`src/rtl/ni_pkg.sv`:
```
// Shared types and helpers for the NI tester FIFO slice.
package ni_pkg;

    localparam int NI_DATA_WIDTH = 8;

    typedef logic [NI_DATA_WIDTH-1:0] ni_word_t;

    // Level counts 0..DEPTH inclusive, so it needs one bit more than a pointer.
    function automatic int level_width(input int depth);
        return $clog2(depth) + 1;
    endfunction

endpackage

```
`src/rtl/ni_fifo_if.sv`:
```
// Clock/reset bundle and the FIFO handshake bundle between the NI tester and the network interface.
interface clk_rst_if;
    logic clk;
    logic rst_n;

    modport source (output clk, output rst_n);
    modport sink   (input clk, input rst_n);
endinterface

interface ni_fifo_if
    import ni_pkg::*;
#(
    parameter int DATA_WIDTH = NI_DATA_WIDTH,
    parameter int DEPTH      = 16
);
    logic                          flush;
    logic                          wr_valid;
    logic                          wr_ready;
    logic [DATA_WIDTH-1:0]         wr_data;
    logic                          rd_valid;
    logic                          rd_ready;
    logic [DATA_WIDTH-1:0]         rd_data;
    logic [level_width(DEPTH)-1:0] level;
    logic                          almost_full;
    logic                          almost_empty;
    logic                          overflow_err;
    logic                          underflow_err;

    modport master (
        output flush, wr_valid, wr_data, rd_ready,
        input  wr_ready, rd_valid, rd_data, level,
        input  almost_full, almost_empty, overflow_err, underflow_err
    );

    modport slave (
        input  flush, wr_valid, wr_data, rd_ready,
        output wr_ready, rd_valid, rd_data, level,
        output almost_full, almost_empty, overflow_err, underflow_err
    );
endinterface

```
`src/rtl/ni_fifo_mem.sv`:
```
// Simple dual-port register array: clocked write port, asynchronous read port.
module ni_fifo_mem
    import ni_pkg::*;
#(
    parameter int DATA_WIDTH = NI_DATA_WIDTH,
    parameter int DEPTH      = 16,
    parameter int ADDR_W     = $clog2(DEPTH)
)(
    input  logic                  clk,
    input  logic                  wr_en,
    input  logic [ADDR_W-1:0]     wr_addr,
    input  logic [DATA_WIDTH-1:0] wr_data,
    input  logic [ADDR_W-1:0]     rd_addr,
    output logic [DATA_WIDTH-1:0] rd_data
);

    logic [DATA_WIDTH-1:0] mem [DEPTH];

    // Storage is deliberately not reset; validity is tracked by the level in the parent.
    always_ff @(posedge clk) begin
        if (wr_en) begin
            mem[wr_addr] <= wr_data;
        end
    end

    assign rd_data = mem[rd_addr];

endmodule

```
`src/rtl/ni_fifo.sv`:
```
// First-word-fall-through FIFO between the NI tester and the network interface.
module ni_fifo
    import ni_pkg::*;
#(
    parameter int DATA_WIDTH    = NI_DATA_WIDTH,
    parameter int DEPTH         = 16,
    parameter int AFULL_THRESH  = DEPTH - 2,
    parameter int AEMPTY_THRESH = 2
)(
    clk_rst_if.sink  clk_if,
    ni_fifo_if.slave fifo_if
);

    localparam int PTR_W = $clog2(DEPTH);
    localparam int LVL_W = level_width(DEPTH);

    localparam logic [LVL_W-1:0] FULL_LEVEL   = LVL_W'(DEPTH);
    localparam logic [LVL_W-1:0] AFULL_LEVEL  = LVL_W'(AFULL_THRESH);
    localparam logic [LVL_W-1:0] AEMPTY_LEVEL = LVL_W'(AEMPTY_THRESH);

    generate
        if (DEPTH < 2 || (DEPTH & (DEPTH - 1)) != 0) begin : g_bad_depth
            $error("ni_fifo: DEPTH must be a power of two and at least 2");
        end
        if (!(AEMPTY_THRESH < AFULL_THRESH && AFULL_THRESH <= DEPTH)) begin : g_bad_thresh
            $error("ni_fifo: thresholds must satisfy AEMPTY_THRESH < AFULL_THRESH <= DEPTH");
        end
    endgenerate

    logic                  clk;
    logic                  rst_n;
    logic [PTR_W-1:0]      wr_ptr;
    logic [PTR_W-1:0]      rd_ptr;
    logic [LVL_W-1:0]      level;
    logic                  overflow_err;
    logic                  underflow_err;
    logic                  full;
    logic                  empty;
    logic                  push;
    logic                  pop;
    logic [DATA_WIDTH-1:0] mem_rd_data;

    assign clk   = clk_if.clk;
    assign rst_n = clk_if.rst_n;

    // Full/empty come from the level register so the ready/valid outputs never see rd_ready or wr_valid.
    assign full  = (level == FULL_LEVEL);
    assign empty = (level == '0);
    assign push  = fifo_if.wr_valid & ~full;
    assign pop   = fifo_if.rd_ready & ~empty;

    always_ff @(posedge clk or negedge rst_n) begin
        if (!rst_n) begin
            wr_ptr <= '0;
            rd_ptr <= '0;
            level  <= '0;
        end else if (fifo_if.flush) begin
            wr_ptr <= '0;
            rd_ptr <= '0;
            level  <= '0;
        end else begin
            if (push) begin
                wr_ptr <= wr_ptr + 1'b1;
            end
            if (pop) begin
                rd_ptr <= rd_ptr + 1'b1;
            end
            level <= level + LVL_W'(push) - LVL_W'(pop);
        end
    end

    // Error flags are sticky until reset; flush leaves them alone.
    always_ff @(posedge clk or negedge rst_n) begin
        if (!rst_n) begin
            overflow_err  <= 1'b0;
            underflow_err <= 1'b0;
        end else begin
            if (fifo_if.wr_valid && full) begin
                overflow_err <= 1'b1;
            end
            if (fifo_if.rd_ready && empty) begin
                underflow_err <= 1'b1;
            end
        end
    end

    ni_fifo_mem #(
        .DATA_WIDTH (DATA_WIDTH),
        .DEPTH      (DEPTH),
        .ADDR_W     (PTR_W)
    ) u_mem (
        .clk     (clk),
        .wr_en   (push & ~fifo_if.flush),
        .wr_addr (wr_ptr),
        .wr_data (fifo_if.wr_data),
        .rd_addr (rd_ptr),
        .rd_data (mem_rd_data)
    );

    // Gate the head word so unwritten or stale storage never shows while empty.
    assign fifo_if.rd_data       = empty ? '0 : mem_rd_data;
    assign fifo_if.rd_valid      = ~empty;
    assign fifo_if.wr_ready      = ~full;
    assign fifo_if.level         = level;
    assign fifo_if.almost_full   = (level >= AFULL_LEVEL);
    assign fifo_if.almost_empty  = (level <= AEMPTY_LEVEL);
    assign fifo_if.overflow_err  = overflow_err;
    assign fifo_if.underflow_err = underflow_err;

endmodule

```
`src/flat_wrapper.sv`:
```
// flat-port wrapper written by rule: the top's interface ports become plain ports
module ni_fifo_flat import ni_pkg::*;
#(
    parameter int DATA_WIDTH    = NI_DATA_WIDTH,
    parameter int DEPTH         = 16,
    parameter int AFULL_THRESH  = DEPTH - 2,
    parameter int AEMPTY_THRESH = 2
)
  (clk_if_clk, clk_if_rst_n, fifo_if_flush, fifo_if_wr_valid, fifo_if_wr_data, fifo_if_rd_ready, fifo_if_wr_ready, fifo_if_rd_valid, fifo_if_rd_data, fifo_if_level, fifo_if_almost_full, fifo_if_almost_empty, fifo_if_overflow_err, fifo_if_underflow_err);
  clk_rst_if clk_if_i ();
  ni_fifo_if #(.DATA_WIDTH(DATA_WIDTH), .DEPTH(DEPTH)) fifo_if_i ();
  input wire logic [$bits(clk_if_i.clk)-1:0] clk_if_clk;
  input wire logic [$bits(clk_if_i.rst_n)-1:0] clk_if_rst_n;
  input wire logic [$bits(fifo_if_i.flush)-1:0] fifo_if_flush;
  input wire logic [$bits(fifo_if_i.wr_valid)-1:0] fifo_if_wr_valid;
  input wire logic [$bits(fifo_if_i.wr_data)-1:0] fifo_if_wr_data;
  input wire logic [$bits(fifo_if_i.rd_ready)-1:0] fifo_if_rd_ready;
  output wire logic [$bits(fifo_if_i.wr_ready)-1:0] fifo_if_wr_ready;
  output wire logic [$bits(fifo_if_i.rd_valid)-1:0] fifo_if_rd_valid;
  output wire logic [$bits(fifo_if_i.rd_data)-1:0] fifo_if_rd_data;
  output wire logic [$bits(fifo_if_i.level)-1:0] fifo_if_level;
  output wire logic [$bits(fifo_if_i.almost_full)-1:0] fifo_if_almost_full;
  output wire logic [$bits(fifo_if_i.almost_empty)-1:0] fifo_if_almost_empty;
  output wire logic [$bits(fifo_if_i.overflow_err)-1:0] fifo_if_overflow_err;
  output wire logic [$bits(fifo_if_i.underflow_err)-1:0] fifo_if_underflow_err;
  assign clk_if_i.clk = clk_if_clk;
  assign clk_if_i.rst_n = clk_if_rst_n;
  assign fifo_if_i.flush = fifo_if_flush;
  assign fifo_if_i.wr_valid = fifo_if_wr_valid;
  assign fifo_if_i.wr_data = fifo_if_wr_data;
  assign fifo_if_i.rd_ready = fifo_if_rd_ready;
  assign fifo_if_wr_ready = fifo_if_i.wr_ready;
  assign fifo_if_rd_valid = fifo_if_i.rd_valid;
  assign fifo_if_rd_data = fifo_if_i.rd_data;
  assign fifo_if_level = fifo_if_i.level;
  assign fifo_if_almost_full = fifo_if_i.almost_full;
  assign fifo_if_almost_empty = fifo_if_i.almost_empty;
  assign fifo_if_overflow_err = fifo_if_i.overflow_err;
  assign fifo_if_underflow_err = fifo_if_i.underflow_err;
  ni_fifo #(.DATA_WIDTH(DATA_WIDTH), .DEPTH(DEPTH), .AFULL_THRESH(AFULL_THRESH), .AEMPTY_THRESH(AEMPTY_THRESH)) u_core (.clk_if(clk_if_i), .fifo_if(fifo_if_i));
endmodule
```
`config.mk`:
```
export PLATFORM = sky130hd
export DESIGN_NAME = ni_fifo_flat
export DESIGN_NICKNAME = d
export VERILOG_FILES = /design/src/rtl/ni_pkg.sv /design/src/rtl/ni_fifo_if.sv /design/src/rtl/ni_fifo_mem.sv /design/src/rtl/ni_fifo.sv /design/src/flat_wrapper.sv
export SDC_FILE = /design/constraint.sdc
export NUM_CORES = 1
export LEC_CHECK = 0
export CORE_UTILIZATION = 55
export DETAILED_ROUTE_END_ITERATION = 8
export PLACE_DENSITY = 0.71
export SYNTH_ARGS = -nofsm -noshare
export SYNTH_HDL_FRONTEND = slang
export SYNTH_SLANG_ARGS = --single-unit
```
`constraint.sdc`:
```
create_clock -name clk_if_clk -period 5.15 [get_ports clk_if_clk]
set_input_delay 1.2875 -clock clk_if_clk [delete_from_list [all_inputs] [get_ports clk_if_clk]]
set_output_delay 1.2875 -clock clk_if_clk [all_outputs]
set_load 0.02 [all_outputs]
```
; Word level (Yosys, flattened, before mapping)
; Memories as Yosys holds them, arrays and structs flattened.
; Index checks and enable logic that the tools add are counted.
[totals]
out_inout_bits = 19
reg_bits = 15
memories = 1
elab_cells = 32
ramBits = 128
[classes]
addsub = 4
bitwise_logic = 6
n_reduce_logical = 5
n_eq_ne = 1
magnitude_cmp = 2
muxes = 8
[memory_table]
columns = memory, words, word_bits, read_ports, rd_ports_with_merged_regs, write_ports, line
row1 = u_core.u_mem.mem, 16, 8, 1, 0, 1, ni_fifo_mem.sv:17  ; logic [DATA_WIDTH-1:0] mem [DEPTH];
[op_table]
columns = op, count
row1 = $mux 4, 4
row2 = $add 4x1->4 const B, 2
row3 = $mux 8, 1
row4 = $add 5x1->5, 1
row5 = $eq 5x5->1 const B, 1
row6 = $ge 5x4->1 const B, 1
row7 = $le 5x2->1 const B, 1
row8 = $logic_not 5->1, 1
row9 = $mux 5, 1
row10 = $sub 5x1->5, 1
row11 = $reduce_bool 2->1, 2
row12 = $and 1x1->1, 3
row13 = $not 1->1, 3
row14 = $logic_and 1x1->1, 2
row15 = $mux 1, 2

; Logic depth before layout (Yosys ltp)
[logic_depth]
word_depth = 6
mapped_depth = 16
ltp_nobuf = 16

; Hierarchy
; Synthesis repeated with hierarchy kept, for this count alone.
[hier_totals]
hier_cells = 327
hier_area_um2 = 6002.0
[modules_own_cells]
columns = mod, instances, area_per_inst_um2, cells_per_inst, seq_area_each_um2
row1 = ni_fifo_mem, 1, 4987.3, 221, 3843.7
row2 = ni_fifo, 1, 1014.7, 106, 375.4

; Worst setup path after synthesis
; OpenSTA, ideal clock, no wires.
[synth_path]
kind = input -> register
start = input port fifo_if_flush
end = memory u_core.u_mem.mem[1][0] in the netlist's numbering (enable)
setup_slack_ps = 2221
cell_stages = 3
arrival_time_ps = 2546
required_time_ps = 4767
path_buffers = 1
path_cell_list = clkbuf_1 > or3b_2 > nor3_1
[synth_via]
elab_chain_len = 4
[synth_rtl]
columns = item, line
row1 = start: declaration, flat_wrapper.sv:14  ; input wire logic [$bits(fifo_if_i.flush)-1:0] fifo_if_flush;
row2 = $not 1->1, ni_fifo.sv:93  ; .wr_en (push & ~fifo_if.flush),
row3 = $and 1x1->1, ni_fifo.sv:93
row4 = $mux 1, ni_fifo_mem.sv:21  ; if (wr_en) begin
row5 = $mux 1 (not written as such), ni_fifo_mem.sv:22  ; mem[wr_addr] <= wr_data;
row6 = end: declaration, ni_fifo_mem.sv:17
; No other way between the ends.

; Worst setup path in the final report
[layout_path]
start = register u_core.rd_ptr[3]
end = output port fifo_if_rd_data[0]
[layout_via]
elab_chain_len = 2
[layout_rtl]
columns = item, line
row1 = start: declaration, ni_fifo.sv:33  ; logic [PTR_W-1:0] rd_ptr;
row2 = start signal: assignment, ni_fifo.sv:66  ; rd_ptr <= rd_ptr + 1'b1;
row3 = $mem_v2 16x8, n/a
row4 = $mux 8, ni_fifo.sv:101  ; assign fifo_if.rd_data = empty ? '0 : mem_rd_data;
row5 = end: declaration, flat_wrapper.sv:20  ; output wire logic [$bits(fifo_if_i.rd_data)-1:0] fifo_if_rd_data;
; No other way between the ends.

==> run metrics <==
critical path class reg -> out; layout cells sized above 1 18.8%; leakage 2.40 nW; crit end category output pin; required time of the critical path 3.86 ns; ys flop type edfxtp_1; PwrDens 487 nW/um^2; I/O pin count 32; post-synthesis sequential area ratio 69.8%; H-tree levels 4; CTS Sinks 143; chip width 107 um; CP max stage delay 0.67 ns; GR Util All Layers 22.1%; Final Routed Wirelength 11.5 mm; hold crit path type reg -> reg; core area 10500 sq um; n_diodes 0; die area 11400 sq um; HPWL Detailed 7.11 mm; 1st-pass router iterations 4; clk slew on worst S/H paths 0.06 ns; crit path cell chain buf_4 > mux4_2 > mux2_2 > o21ai_0 > a21oi_1 > clkdlybuf4s50_1; post-synthesis cell type count 36; crit start category flop; CP Data Arrival Time 3.01 ns; # hold bufs at CTS 0; post-synth top area share 63.6%; Avg WL per Cell 22.2 um; area grow syn2layout 16.4%; count leader, synth edfxtp_1; site row count 37; asr flop ratio synth 10.5%; area leader, netlist edfxtp_1; initial DRC count 194; Vias per Instance 5.89; max-slew violations 0; post-route minimum period 4.30 ns; Layout Nets 398; Clk Latency, worst-skew pair 0.52 ns; grt ovf 0; Critical Path Fanout Max 15; vias after detailed routing 3051; synthesis-stage register bit count 143; status finished clean; largest net degree at the start of global routing 27; die height 107 um; syn avg cell area 18.5 sq um; Post-CTS Setup Repair Bufs 0; setup TNS 0 ns; clock buffer count from CTS 17; PortBufs 31; GP Congestion 0.749; vias in the first global route 3132; first-pass GRT wire length 17.8 mm; Hold Violations, Final 0; CP top delay family buffers and inverters; Setup violations, final 0; CTS Root Cell clkbuf_8; final core utilization 66.9%; CTS tree yes; fin crit share 83.5%; Synth Warn # 0; post-synthesis net count 355; slew margin rel. 36.2%; worst-case clock buffer depth 2; number of buffers and inverters on the critical path 2; synth cell count leaders 128 x edfxtp_1, 24 x mux4_2, 16 x inv_1, 16 x nor2_1; CTS-repair resized insts 0; cell count after synthesis 326; fmax 233 MHz; unrepaired setup endpoints after global routing false; worst vdd ir 0.300 mV; Worst Skew 0.00859 ns; max-cap viol count 0; Initial Util 57.5%; worst-margin pin slew 0.954 ns; Area contributors post-synth edfxtp_1 64%, mux4_2 8.9%, dfrtp_1 6.2%; slowest CP cell dfrtp_1; Cell Area, Synth 6040 sq um; Post-synth EDFFs 128; Final ANT Viol Nets 0; Remaining DRCs 0; initial antenna violation count 0
[flip-flops by register name (all words and copies together), names as in the netlist]
register / count
u_core.fifo_if.level: 5
u_core.rd_ptr: 4
u_core.fifo_if.overflow_err: 1
u_core.wr_ptr: 4
u_core.fifo_if.underflow_err: 1
u_core.u_mem.mem: 128
[placed cells by master (no fill, tap or decap), types with 10 or more instances in the layout]
cell	instances
mux4_2	24
dfrtp_1	15
inv_1	16
clkbuf_16	16
nand2_1	10
clkdlybuf4s50_1	31
edfxtp_1	128
nor2_1	16
ha_1	15
a21oi_1	12
[logic make-up (layout without fill, tap and decap cells)]
| group | after synthesis | after routing | synth area share (%) |
|---|---|---|---|
| AO/OA/AOI/OAI | 26 | 26 | 2.38 |
| XOR/XNOR | 8 | 8 | 1.16 |
| adder cells (fa/ha/maj) | 16 | 16 | 3.44 |
| buffers and inverters | 32 | 88 | 3.56 |
| flip-flops | 143 | 143 | 69.8 |
| multiplexers | 48 | 48 | 15.2 |
| AND/OR/NAND/NOR | 53 | 53 | 4.37 |
[layer usage]
metal  track usage [%]  vias to the layer above  share of wire (%)
li1                  -                     1374                  -
met1              30.3                     1566                 43
met2              35.9                       99                 51
met3              4.38                       12                5.3
met4              7.14                        0                1.1
met5                 0                        -                  0
[where the power goes]
part	total (mW)	switching, mW	internal (mW)
combinational	0.849	0.444	0.406
sequential	1.35	0.0357	1.31
clock	1.23	0.486	0.745
total	3.43	0.965	2.46
[stage by stage]
stage | std cells | worst slack (ns) | total power [mW] | area [sq um] | hold slack [ns]
floorplan | 326 | 2.22 | 1.95 | 6040 | 0.551
global placement | 486 | 1.35 | 2.21 | 6430 | 0.444
detailed placement | 486 | 1.34 | 2.23 | 6430 | 0.459
CTS | 518 | 0.824 | 3.45 | 7030 | 0.478
global route | 518 | 0.677 | 3.57 | 7030 | 0.490
finish | 518 | 0.851 | 3.43 | 7030 | 0.477
[worst paths after layout]
path	startpoint	to	slack, ns	cells after the start
worst max-delay path	u_core.rd_ptr[3]	fifo_if_rd_data[0]	0.85	6
worst min-delay path	u_core.fifo_if.overflow_err	u_core.fifo_if.overflow_err	0.48	1
worst max register to register	u_core.fifo_if.level[2]	u_core.fifo_if.level[4]	1.85	16
worst min register to register	u_core.fifo_if.overflow_err	u_core.fifo_if.overflow_err	0.48	1
max in group asynchronous	clk_if_rst_n	u_core.fifo_if.level[1]	3.47	1
min in group asynchronous	clk_if_rst_n	u_core.wr_ptr[0]	1.21	1
[final cells by class]
type | instances | area [sq um]
clock buffer | 17 | 414
clock inverter | 15 | 184
fill | 710 | 3480
inverter | 16 | 60.1
multi-input combinational | 151 | 1610
sequential | 143 | 4220
tap | 136 | 170
timing repair buffer | 40 | 378
[worst register-to-register path, delay by kind of cell, from the launching register on]
family | cells | cell delay [ns]
flops | 1 | 0.41
simple gates | 3 | 0.64
buf+inv | 6 | 0.68
xor+xnor | 1 | 0.14
compound gates | 2 | 0.26
fa+ha+maj | 4 | 1.03
Power figures use the tool's default switching activity.
